$ cat src/rtl/cond_flag_unit_pkg.sv
// Shared encodings for ARM condition evaluation: condition codes, NZCV bit
// positions and flag-write select bits.
package cond_pkg;

  localparam logic [3:0] COND_EQ = 4'b0000;
  localparam logic [3:0] COND_NE = 4'b0001;
  localparam logic [3:0] COND_CS = 4'b0010;
  localparam logic [3:0] COND_CC = 4'b0011;
  localparam logic [3:0] COND_MI = 4'b0100;
  localparam logic [3:0] COND_PL = 4'b0101;
  localparam logic [3:0] COND_VS = 4'b0110;
  localparam logic [3:0] COND_VC = 4'b0111;
  localparam logic [3:0] COND_HI = 4'b1000;
  localparam logic [3:0] COND_LS = 4'b1001;
  localparam logic [3:0] COND_GE = 4'b1010;
  localparam logic [3:0] COND_LT = 4'b1011;
  localparam logic [3:0] COND_GT = 4'b1100;
  localparam logic [3:0] COND_LE = 4'b1101;
  localparam logic [3:0] COND_AL = 4'b1110;
  localparam logic [3:0] COND_NV = 4'b1111;

  localparam int FLAG_N = 3;
  localparam int FLAG_Z = 2;
  localparam int FLAG_C = 1;
  localparam int FLAG_V = 0;

  localparam int FLAGW_NZ = 1;
  localparam int FLAGW_CV = 0;

endpackage

$ cat src/rtl/cond_flag_unit_cond_check.sv
// Pure combinational ARM condition evaluation against an NZCV vector.
// Shared with the decode-stage early branch predictor.
import cond_pkg::*;

module cond_check (
  input  logic [3:0] cond,
  input  logic [3:0] flags,
  output logic       pass
);

  logic n, z, c, v;

  assign n = flags[FLAG_N];
  assign z = flags[FLAG_Z];
  assign c = flags[FLAG_C];
  assign v = flags[FLAG_V];

  always_comb begin
    pass = 1'b0;
    case (cond)
      COND_EQ: pass = z;
      COND_NE: pass = !z;
      COND_CS: pass = c;
      COND_CC: pass = !c;
      COND_MI: pass = n;
      COND_PL: pass = !n;
      COND_VS: pass = v;
      COND_VC: pass = !v;
      COND_HI: pass = c & !z;
      COND_LS: pass = !c | z;
      COND_GE: pass = (n == v);
      COND_LT: pass = (n != v);
      COND_GT: pass = !z & (n == v);
      COND_LE: pass = z | (n != v);
      COND_AL: pass = 1'b1;
      default: pass = 1'b0;
    endcase
  end

endmodule

$ cat src/rtl/cond_flag_unit.sv
// EX-stage NZCV register, condition gating and branch resolution; flags and
// predictor update take effect one cycle later. BRANCH_STATS_EN adds branch counters.
import cond_pkg::*;

module cond_flag_unit #(
  parameter int STAT_W = 32
) (
  input  logic              CLK,
  input  logic              RESETn,
  input  logic              Stall_E,
  input  logic              Flush_E,
  input  logic [3:0]        Cond_E,
  input  logic [3:0]        ALUFlags,
  input  logic [1:0]        FlagW_E,
  input  logic              PCS_E,
  input  logic              Branch_E,
  input  logic              RegW_E,
  input  logic              MemW_E,
  input  logic              NoWrite_E,
  input  logic              PredTaken_E,
  output logic [3:0]        Flags,
  output logic              C_to_ALU,
  output logic              CondEx_E,
  output logic              PCSrc_E,
  output logic              RegWrite_E,
  output logic              MemWrite_E,
  output logic              Mispredict_E,
  output logic              ActualTaken_E,
  output logic              UpdValid,
  output logic              UpdTaken,
  output logic [STAT_W-1:0] BrCount,
  output logic [STAT_W-1:0] MispCount
);

  logic cond_pass;
  logic live;

  // Condition is judged on the registered flags only; ALUFlags is never bypassed.
  cond_check u_cond_check (
    .cond  (Cond_E),
    .flags (Flags),
    .pass  (cond_pass)
  );

  assign live          = !Flush_E & !Stall_E;
  assign CondEx_E      = cond_pass & !Flush_E;
  assign PCSrc_E       = PCS_E & CondEx_E;
  assign RegWrite_E    = RegW_E & CondEx_E & !NoWrite_E;
  assign MemWrite_E    = MemW_E & CondEx_E;
  assign ActualTaken_E = CondEx_E;
  assign Mispredict_E  = live & Branch_E & (CondEx_E != PredTaken_E);
  assign C_to_ALU      = Flags[FLAG_C];

  always_ff @(posedge CLK) begin
    if (!RESETn) begin
      Flags    <= 4'b0000;
      UpdValid <= 1'b0;
      UpdTaken <= 1'b0;
    end else begin
      if (live & CondEx_E & FlagW_E[FLAGW_NZ]) begin
        Flags[FLAG_N] <= ALUFlags[FLAG_N];
        Flags[FLAG_Z] <= ALUFlags[FLAG_Z];
      end
      if (live & CondEx_E & FlagW_E[FLAGW_CV]) begin
        Flags[FLAG_C] <= ALUFlags[FLAG_C];
        Flags[FLAG_V] <= ALUFlags[FLAG_V];
      end
      UpdValid <= live & Branch_E;
      UpdTaken <= CondEx_E;
    end
  end

`ifdef BRANCH_STATS_EN
  localparam logic [STAT_W-1:0] STAT_ONE = STAT_W'(1);

  // Saturating counters: they park at all-ones rather than wrapping.
  always_ff @(posedge CLK) begin
    if (!RESETn) begin
      BrCount   <= '0;
      MispCount <= '0;
    end else begin
      if (live & Branch_E & ~&BrCount)
        BrCount <= BrCount + STAT_ONE;
      if (Mispredict_E & ~&MispCount)
        MispCount <= MispCount + STAT_ONE;
    end
  end
`else
  assign BrCount   = '0;
  assign MispCount = '0;
`endif

endmodule

$ cat config.mk
export PLATFORM = sky130hd
export DESIGN_NAME = cond_flag_unit
export DESIGN_NICKNAME = d
export VERILOG_FILES = /design/src/rtl/cond_flag_unit_pkg.sv /design/src/rtl/cond_flag_unit_cond_check.sv /design/src/rtl/cond_flag_unit.sv
export SDC_FILE = /design/constraint.sdc
export NUM_CORES = 1
export LEC_CHECK = 0
export BUFFER_PORTS_ARGS = -buffer_cell sky130_fd_sc_hd__buf_2
export CAP_MARGIN = 20
export CORE_MARGIN = 2
export CORE_UTILIZATION = 34
export DETAILED_ROUTE_END_ITERATION = 6
export GPL_TIMING_DRIVEN = 0
export PLACE_DENSITY = 0.74
export SYNTH_ARGS = -nofsm -noshare
export SYNTH_HDL_FRONTEND = slang
export SYNTH_SLANG_ARGS = --single-unit
$ cat constraint.sdc
create_clock -name CLK -period 1.65 [get_ports CLK]
set_input_delay 0 -clock CLK [delete_from_list [all_inputs] [get_ports CLK]]
set_output_delay 0 -clock CLK [all_outputs]
set_load 0.05 [all_outputs]
==> impl_metrics.json, run 1 <==
{
  "outcome": "complete, but fails checks",
  "violations": "negative setup slack",
  "tns_ps": -1933,
  "num_vias": 950,
  "finalCritPeriodShare_pct": 121.7,
  "diodes": 0,
  "path_class": "register to output port",
  "dieHeight_um": 60.42,
  "async_reset_ff_share_pct": 0,
  "finalHoldViolCount": 0,
  "cts_root_buf": "clkbuf_4",
  "rows": 20,
  "hpwlAfterDp_um": 1778,
  "cts.sinks": 6,
  "clk_latency_ps": 250,
  "maxSlewViolCount": 0,
  "ys_ff_latch": 6,
  "worst_ep_required_time_ps": 1650,
  "yosys_warnings": 0,
  "end_kind": "output port",
  "worstSetupStartpoint": "Flags[0]$_SDFFE_PN0P_",
  "layout_commonest_cell": "buf_4",
  "synth-edff-count": 0,
  "grt_max_degree": 11,
  "powerDensity_nw_per_um2": 555.3,
  "die_x_um": 60.42,
  "hold-path-cell-count": 3,
  "cp-start-kind": "register",
  "areaGrowthSynthToFinish_pct": 60.12,
  "finalWorstSetupSlack_ps": -357.8,
  "overflow": 0,
  "synthCells": 134,
  "switching_power_mw": 0.5265,
  "ys_types": 35,
  "p_int_mw": 0.4358,
  "cts.clk_slew.worst_paths_ps": 50,
  "start_util_pct": 35.45,
  "crit_arrival_ps": 2010,
  "globalplace.congestion": 0.7063,
  "layout-drive-gt1-share_pct": 54.24,
  "drv_cap": 0,
  "worst_hold_slack_ps": 2.425,
  "power_frac_comb_pct": 69.5,
  "ir_drop_v": 0.0002702,
  "wl_per_cell_um": 7.786,
  "period_minus_slack_ps": 2008,
  "syn_area_per_cell_um2": 8.077,
  "cts_tree": "done",
  "clock_path_buffers": 2,
  "dieArea_um2": 3651,
  "drc_errors": 0,
  "htree_num_levels": 1,
  "hold_start": "ALUFlags[1]",
  "grt_pass1_vias": 788,
  "swShare_pct": 54.72,
  "viasPerCell": 3.393,
  "ant_nets": 0,
  "synth.yosys.seq_area_share_pct": 11.10,
  "skew_ps": 1.476,
  "seqPwrFrac_pct": 16.0,
  "totalWireLength_um": 2180,
  "cts_made_buffers": 3,
  "fin_area_um2": 1733,
  "clock.fmax_mhz": 498.1,
  "core_um2": 3053,
  "synthFlopType": "dfxtp_1",
  "crit_path_max_fanout": 8,
  "drt-initial-drc-count": 15,
  "io_buffers": 30,
  "drtPass1Iterations": 2,
  "synth_area_um2": 1082,
  "r2r_cells": 6,
  "nets": 258,
  "setup_viol": 10,
  "antenna_found_initial": 0,
  "power_leakage_nw": 0.9836,
  "grtUsageTotal_pct": 11.65,
  "min_path_type": "input pin to register",
  "ios": 97,
  "place_area_um2": 1593,
  "rsz0062_at_grt": "yes",
  "most-common-layout-cells": "buf_4, conb_1, buf_2",
  "grt_pass1_wl_um": 3153,
  "r2r-start": "Flags[0]$_SDFFE_PN0P_",
  "clkPwrFrac_pct": 14.6
}
==> worst max-delay path, stage by stage (launching register included) <==
cell	delay, ps
dfxtp_4	370
and4bb_2	300
nor3_2	40
a311o_1	380
and3_4	210
nor4b_4	260
buf_6	190
==> path summary, 6_finish.rpt <==
| kind | to | slack [ps] |
|---|---|---|
| max | RegWrite_E | -360 |
| min | Flags[1]$_SDFFE_PN0P_ | 2 |
| max reg2reg | Flags[1]$_SDFFE_PN0P_ | -50 |
| min reg2reg | Flags[2]$_SDFFE_PN0P_ | 510 |
==> cell families (layout without fill, tap and decap cells) <==
| logic type | after synthesis | count (layout) | synth area share (%) |
|---|---|---|---|
| compound gates | 9 | 9 | 6.590 |
| flops | 6 | 6 | 11.10 |
| xor+xnor | 4 | 4 | 3.238 |
| mux | 4 | 4 | 3.700 |
| buf+inv | 72 | 111 | 49.94 |
| simple gates | 38 | 38 | 25.09 |
| other cells | 1 | 64 | 0.3465 |
==> final cells by class <==
type                       count  area (µm²)
tap                           44       55.05
multi-input combinational    119       749.5
timing repair buffer          37       246.5
fill                         287        1320
clock buffer                   3       22.52
inverter                       2       7.507
buffer                        69       521.8
sequential                     6       130.1
==> sequential cells by signal, indices dropped and copies added (netlist names) <==
signal	cells
UpdValid	1
Flags	4
UpdTaken	1
==> cells in the mapped netlist (all sizes together), types with 2 or more instances <==
master	count	area (µm²)
a31oi	3	18.77
and2b	2	16.27
and3	3	25.03
and4bb	2	25.02
buf	70	533.0
dfxtp	6	120.1
inv	2	7.510
mux2i	4	40.04
nand2	11	41.29
nor2	4	15.01
nor3	3	15.01
nor3b	4	50.05
nor4b	2	23.77
o21ai	2	10.00
xnor2	3	26.28
==> power groups by stage <==
stage | clock network [mW] | logic [mW] | registers, mW
floorplan | 0 | 0.565 | 0.169
global placement | 0 | 0.631 | 0.155
detailed placement | 0 | 0.632 | 0.155
CTS | 0.147 | 0.660 | 0.153
global route | 0.163 | 0.702 | 0.154
finish | 0.140 | 0.668 | 0.154
==> per-layer routing <==
metal | vias to the layer above | GRT usage [%] | routed length [µm]
met5 | - | 0 | 0
li1 | 520 | - | -
met3 | 5 | 4.264 | 234
met1 | 372 | 12.84 | 873
met4 | 0 | 3.727 | 21
met2 | 53 | 20.81 | 1051
==> per-stage QoR <==
step,cells,setup slack (ps),power (mW),utilization (%)
floorplan,197,-370.8,0.7344,-
global placement,271,-233.5,0.7855,52.17
detailed placement,271,-234.6,0.7872,52.17
CTS,280,-371.1,0.9603,56.15
global route,280,-460.8,1.019,56.76
finish,280,-357.8,0.9623,56.76
==> repair_timing <==
action / 4_1_cts / 5_1_grt
resized for setup: 12 / 4
endpoints found under the hold margin: 4 / 0
hold buffers: 4 / 0
pin swaps: 6 / 2
setup endpoints to repair: 11 / 11
setup buffers: 3 / 0
No activity file was read; power rests on OpenSTA's default activity.
==> run 2, diff against run 1 <==
==> constraint.sdc (replaced) <==
create_clock -name CLK -period 1.83 [get_ports CLK]
set_input_delay 0 -clock CLK [delete_from_list [all_inputs] [get_ports CLK]]
set_output_delay 0 -clock CLK [all_outputs]
set_load 0.05 [all_outputs]
==> run 2 against run 1 <==
Compared with the run above:
- the flow still finishes with violations (negative setup slack)
- global-route usage down 0.38 points
- final cell count increased by 0.71%
- first-iteration DRC count fell by 40%
- highest routed layer is now met3
==> impl_metrics.json, run 2 (synthesized netlist as in run 1, its figures left out) <==
{
  "crit_end": "RegWrite_E",
  "drv_cap": 0,
  "antenna_found_initial": 0,
  "clk_latency_ps": 240,
  "wl_per_cell_um": 7.773,
  "top_regs": "Flags x4, UpdTaken x1, UpdValid x1",
  "min_path_type": "input pin to register",
  "diodes": 0,
  "violations": "negative setup slack",
  "finalCritPeriodShare_pct": 109.4,
  "outcome": "complete, but fails checks",
  "layout-drive-gt1-share_pct": 54.20,
  "ir_drop_v": 0.0002109,
  "htree_num_levels": 1,
  "cts.clk_slew.worst_paths_ps": 40,
  "grt_use_met2_pct": 18.94,
  "io_buffers": 30,
  "maxSlewViolCount": 0,
  "core_um2": 3053,
  "skew_ps": 3.107,
  "ant_nets": 0,
  "busiest_layer": "met2",
  "cts_root_buf": "clkbuf_4",
  "layout_commonest_cell": "buf_4",
  "die_x_um": 60.42,
  "r2r_cells": 7,
  "crit_buf_inv": 1,
  "powerDensity_nw_per_um2": 495.0,
  "tns_ps": -659.7,
  "postLayoutCoreUtil_pct": 57.66,
  "grtUsageMet3_pct": 2.559,
  "dieHeight_um": 60.42,
  "start_util_pct": 35.45,
  "areaGrowthSynthToFinish_pct": 62.66,
  "largest_register_ffs": 4,
  "power_leakage_nw": 0.9985,
  "worst-r2r-setup-slack_ps": -30,
  "cp-start-kind": "register",
  "cts_made_buffers": 3,
  "drtPass1Iterations": 3,
  "r2r-start": "Flags[0]$_SDFFE_PN0P_",
  "hold_start": "Flush_E",
  "finalHoldViolCount": 0,
  "grtUsageTotal_pct": 11.26,
  "final_cells": 282,
  "rows": 20,
  "globalplace.congestion": 0.7174,
  "regMostFlops": "Flags",
  "dieArea_um2": 3651,
  "regToRegEndpoint": "Flags[0]$_SDFFE_PN0P_",
  "clock.fmax_mhz": 499.3,
  "worst_slew_pin_slew_ps": 493.8,
  "totalWireLength_um": 2192,
  "worst_hold_slack_ps": 105.0,
  "crit_slowest_cell": "a311o_1",
  "end_kind": "output port",
  "report.power.total_mw": 0.8714,
  "clock_path_buffers": 2,
  "path_class": "register to output port",
  "cts.sinks": 6,
  "dpl.cell_count": 271,
  "worst_ep_required_time_ps": 1830,
  "nets": 260,
  "grt_max_degree": 11,
  "num_vias": 970,
  "crit_arrival_ps": 2000,
  "cp.depth": 6,
  "drt-initial-drc-count": 9,
  "viasPerCell": 3.440,
  "gr-usage-met1_pct": 14.29,
  "rsz0062_at_grt": "yes",
  "critPathTopFamily": "simple AND/OR/NAND/NOR gates",
  "period_minus_slack_ps": 2003,
  "crit_path_max_fanout": 8,
  "setup_viol": 7,
  "grt_pass1_wl_um": 3167,
  "overflow": 0,
  "max_stage_delay_ps": 380,
  "most-common-layout-cells": "buf_4, conb_1, buf_2",
  "finalWorstSetupSlack_ps": -172.7,
  "cts_tree": "done",
  "path_cells": "and4bb_2 > nor3_2 > a311o_1 > and3_4 > nor4b_4 > buf_6",
  "ios": 97,
  "slew_headroom_pct": 66.62,
  "worstSetupStartpoint": "Flags[0]$_SDFFE_PN0P_",
  "drc_errors": 0,
  "grt_pass1_vias": 786,
  "hpwlAfterDp_um": 1756
}
run 2: cell types whose count changed in the layout (fill, tap and decap cells not counted), sizes merged:
| cell | delta |
|---|---|
| buf | +2 |
| dlygate4sd3 | +1 |
| clkbuf | -1 |
run 2: layout make-up:
cell class / count / area [µm²]
buffer: 69 / 521.8
clock buffer: 3 / 22.52
fill: 297 / 1292
inverter: 2 / 7.507
multi-input combinational: 119 / 752.0
sequential: 6 / 130.1
tap: 44 / 55.05
timing repair buffer: 39 / 271.5
run 2: stage by stage:
| stage | area, µm² | setup WS, ps |
|---|---|---|
| floorplan | 1359 | -190.8 |
| global placement | 1564 | -64.37 |
| detailed placement | 1564 | -87.11 |
| CTS | 1757 | -180.3 |
| global route | 1760 | -268.7 |
| finish | 1760 | -172.7 |
run 2: repair_timing:
action                                  4_1_cts  5_1_grt
setup buffers                                 4        1
resized for setup                            21        1
cloned                                        0        0
hold endpoints to repair                      5        0
pin swaps                                     5        3
hold buffers                                  5        0
endpoints found under the setup margin        6       10
run 2: layer usage:
layer,part of all wire [%],vias to the layer above
met5,0,-
met4,0,0
met3,11,0
met2,48,54
met1,40,390
li1,-,526
run 2: worst min path at each step:
| stage | endpoint | slack (ps) | depth (start not counted) |
|---|---|---|---|
| after floorplan | ActualTaken_E | 60 | 1 |
| after CTS | UpdValid$_SDFF_PN0_ | 110 | 3 |
| after detailed placement | Flags[1]$_SDFFE_PN0P_ | 250 | 3 |
| after global routing | UpdTaken$_SDFF_PN0_ | 110 | 2 |
| final | UpdTaken$_SDFF_PN0_ | 100 | 2 |
| after global placement | UpdValid$_SDFF_PN0_ | 240 | 2 |
run 2: power by group:
part / switching (mW) / internal (mW)
registers: 0.00506 / 0.133
clock network: 0.0490 / 0.0743
logic: 0.421 / 0.189
==> run 3, diff against run 2 <==
--- a/config.mk
+++ b/config.mk
@@ -8,10 +8,11 @@
 export BUFFER_PORTS_ARGS = -buffer_cell sky130_fd_sc_hd__buf_2
 export CAP_MARGIN = 20
 export CORE_MARGIN = 2
-export CORE_UTILIZATION = 34
+export CORE_UTILIZATION = 35
+export CTS_BUF_LIST = sky130_fd_sc_hd__clkbuf_8
 export DETAILED_ROUTE_END_ITERATION = 6
 export GPL_TIMING_DRIVEN = 0
-export PLACE_DENSITY = 0.74
+export PLACE_DENSITY_LB_ADDON = 0.3
 export SYNTH_ARGS = -nofsm -noshare
 export SYNTH_HDL_FRONTEND = slang
 export SYNTH_SLANG_ARGS = --single-unit
==> run 3 against run 2 <==
Compared with the run above:
- the flow still finishes with violations (negative setup slack)
- register-to-register slack got worse by 70 ps
- sequential share of layout area rose by 0.24 points
- largest power group unchanged
- power rose by 7.8%
==> impl_metrics.json, run 3 (synthesized netlist as in run 1, its figures left out) <==
{
  "cts_made_buffers": 3,
  "num_vias": 955,
  "cts_tree": "done",
  "hpwlAfterDp_um": 1647,
  "clock_path_buffers": 2,
  "regMostFlops": "Flags",
  "period_minus_slack_ps": 2007,
  "swShare_pct": 51.46,
  "r2r_cells": 7,
  "die_x_um": 59.61,
  "antenna_found_initial": 0,
  "diodes": 0,
  "crit_arrival_ps": 2010,
  "outcome": "complete, but fails checks",
  "path_class": "register to output port",
  "largest_register_ffs": 4,
  "layout-drive-gt1-share_pct": 55.17,
  "drtPass1Iterations": 4,
  "finalWorstSetupSlack_ps": -177.1,
  "switching_power_mw": 0.4833,
  "r2r-start": "Flags[0]$_SDFFE_PN0P_",
  "path_cells": "and4bb_2 > nor2_2 > a311o_1 > and3_4 > nor4b_4 > buf_6",
  "clkPwrFrac_pct": 21.5,
  "start_util_pct": 36.04,
  "drc_errors": 0,
  "powerDensity_nw_per_um2": 551.0,
  "regToRegEndpoint": "Flags[0]$_SDFFE_PN0P_",
  "ant_nets": 0,
  "cts_hold_buffers": 0,
  "p_int_mw": 0.4558,
  "power_frac_comb_pct": 63.8,
  "worst-r2r-setup-slack_ps": -100,
  "top_regs": "Flags x4, UpdTaken x1, UpdValid x1",
  "cts_root_buf": "clkbuf_8",
  "violations": "negative setup slack",
  "ir_drop_v": 0.0002605,
  "postLayoutCoreUtil_pct": 56.75,
  "most-common-layout-cells": "buf_4, conb_1, buf_2",
  "maxSlewViolCount": 0,
  "min_path_type": "input pin to register",
  "dieArea_um2": 3553,
  "grt_max_degree": 11,
  "totalWireLength_um": 2149,
  "globalplace.congestion": 0.7780,
  "end_kind": "output port",
  "drt-initial-drc-count": 18,
  "io_buffers": 30,
  "dieHeight_um": 59.61,
  "ios": 97,
  "cts.clk_slew.worst_paths_ps": 40,
  "layout_commonest_cell": "buf_4",
  "power_leakage_nw": 0.9784,
  "crit_slowest_cell": "dfxtp_4",
  "areaGrowthSynthToFinish_pct": 57.46,
  "hold_start": "Branch_E",
  "min_to": "UpdValid$_SDFF_PN0_",
  "drv_cap": 0,
  "worst_ep_required_time_ps": 1830,
  "nets": 254,
  "max_stage_delay_ps": 360,
  "clk_latency_ps": 220,
  "viasPerCell": 3.604,
  "skew_ps": 1.596,
  "grt_pass1_vias": 747,
  "finalCritPeriodShare_pct": 109.7,
  "overflow": 0,
  "grtUsageTotal_pct": 11.00,
  "htree_num_levels": 1,
  "hold-path-cell-count": 2,
  "seqPwrFrac_pct": 14.8,
  "rows": 20,
  "place_ws_ps": -77.63,
  "cp-start-kind": "register",
  "setup_viol": 8,
  "grt_pass1_wl_um": 2939,
  "cts.sinks": 6,
  "wl_per_cell_um": 8.109,
  "finalHoldViolCount": 0,
  "rsz0062_at_grt": "yes",
  "core_um2": 3003,
  "clock.fmax_mhz": 498.2,
  "crit_path_max_fanout": 8
}
-- run 3: cell types whose count changed in the layout (fill, tap and decap cells not counted), sizes merged --
cell,previous run,this run
buf,103,102
dlygate4sd3,5,0
-- run 3: layout make-up --
class / instances / area [µm²]
well taps: 33 / 41.29
clock buffers: 3 / 41.29
inverters: 2 / 7.507
repair buffers: 33 / 217.7
fillers: 257 / 1299
plain buffers: 69 / 521.8
multi-input cells: 119 / 744.5
flip-flops and latches: 6 / 130.1
-- run 3: power groups by stage --
stage / combinational (mW) / sequential (mW) / clock [mW]
final: 0.599 / 0.139 / 0.202
after global routing: 0.628 / 0.139 / 0.207
after CTS: 0.584 / 0.139 / 0.203
after detailed placement: 0.564 / 0.139 / 0
after global placement: 0.562 / 0.139 / 0
after floorplan: 0.504 / 0.152 / 0
-- run 3: timing repair --
action,CTS,global route
pin swaps,8,5
gates resized for setup,18,5
setup endpoints to repair,6,10
setup buffers,2,1
-- run 3: worst max-delay path: cells and delay by family, from the launching register on --
| kind | cells | cell delay [ps] |
|---|---|---|
| simple gates | 4 | 860 |
| flops | 1 | 360 |
| compound gates | 1 | 360 |
| buf+inv | 1 | 190 |
-- run 3: routing by layer --
layer	global-route usage, %	part of all wire, %
met5	0	0
met4	2.540	0.51
met3	4.803	14
met2	19.31	49
met1	12.17	37
-- run 3: through the flow --
stage / hold slack, ps / setup TNS, ps / instances / power (mW) / instance area [µm²]
2_1_floorplan: 60.79 / -270.7 / 197 / 0.6564 / 1359
3_3_place_gp: 242.0 / -110.7 / 260 / 0.7014 / 1550
3_5_place_dp: 244.2 / -152.2 / 260 / 0.7027 / 1550
4_1_cts: 15.02 / -465.5 / 264 / 0.9256 / 1669
5_1_grt: 21.10 / -1412 / 265 / 0.9749 / 1704
6_report: 13.86 / -716.1 / 265 / 0.9391 / 1704
-- run 3: worst max-delay path by stage --
stage | startpoint | to
after floorplan | Flags[0]$_SDFFE_PN0P_ | RegWrite_E
after CTS | Flags[0]$_SDFFE_PN0P_ | RegWrite_E
after global routing | Flags[0]$_SDFFE_PN0P_ | RegWrite_E
after detailed placement | Flags[3]$_SDFFE_PN0P_ | CondEx_E
after global placement | Flags[3]$_SDFFE_PN0P_ | CondEx_E
final | Flags[0]$_SDFFE_PN0P_ | RegWrite_E
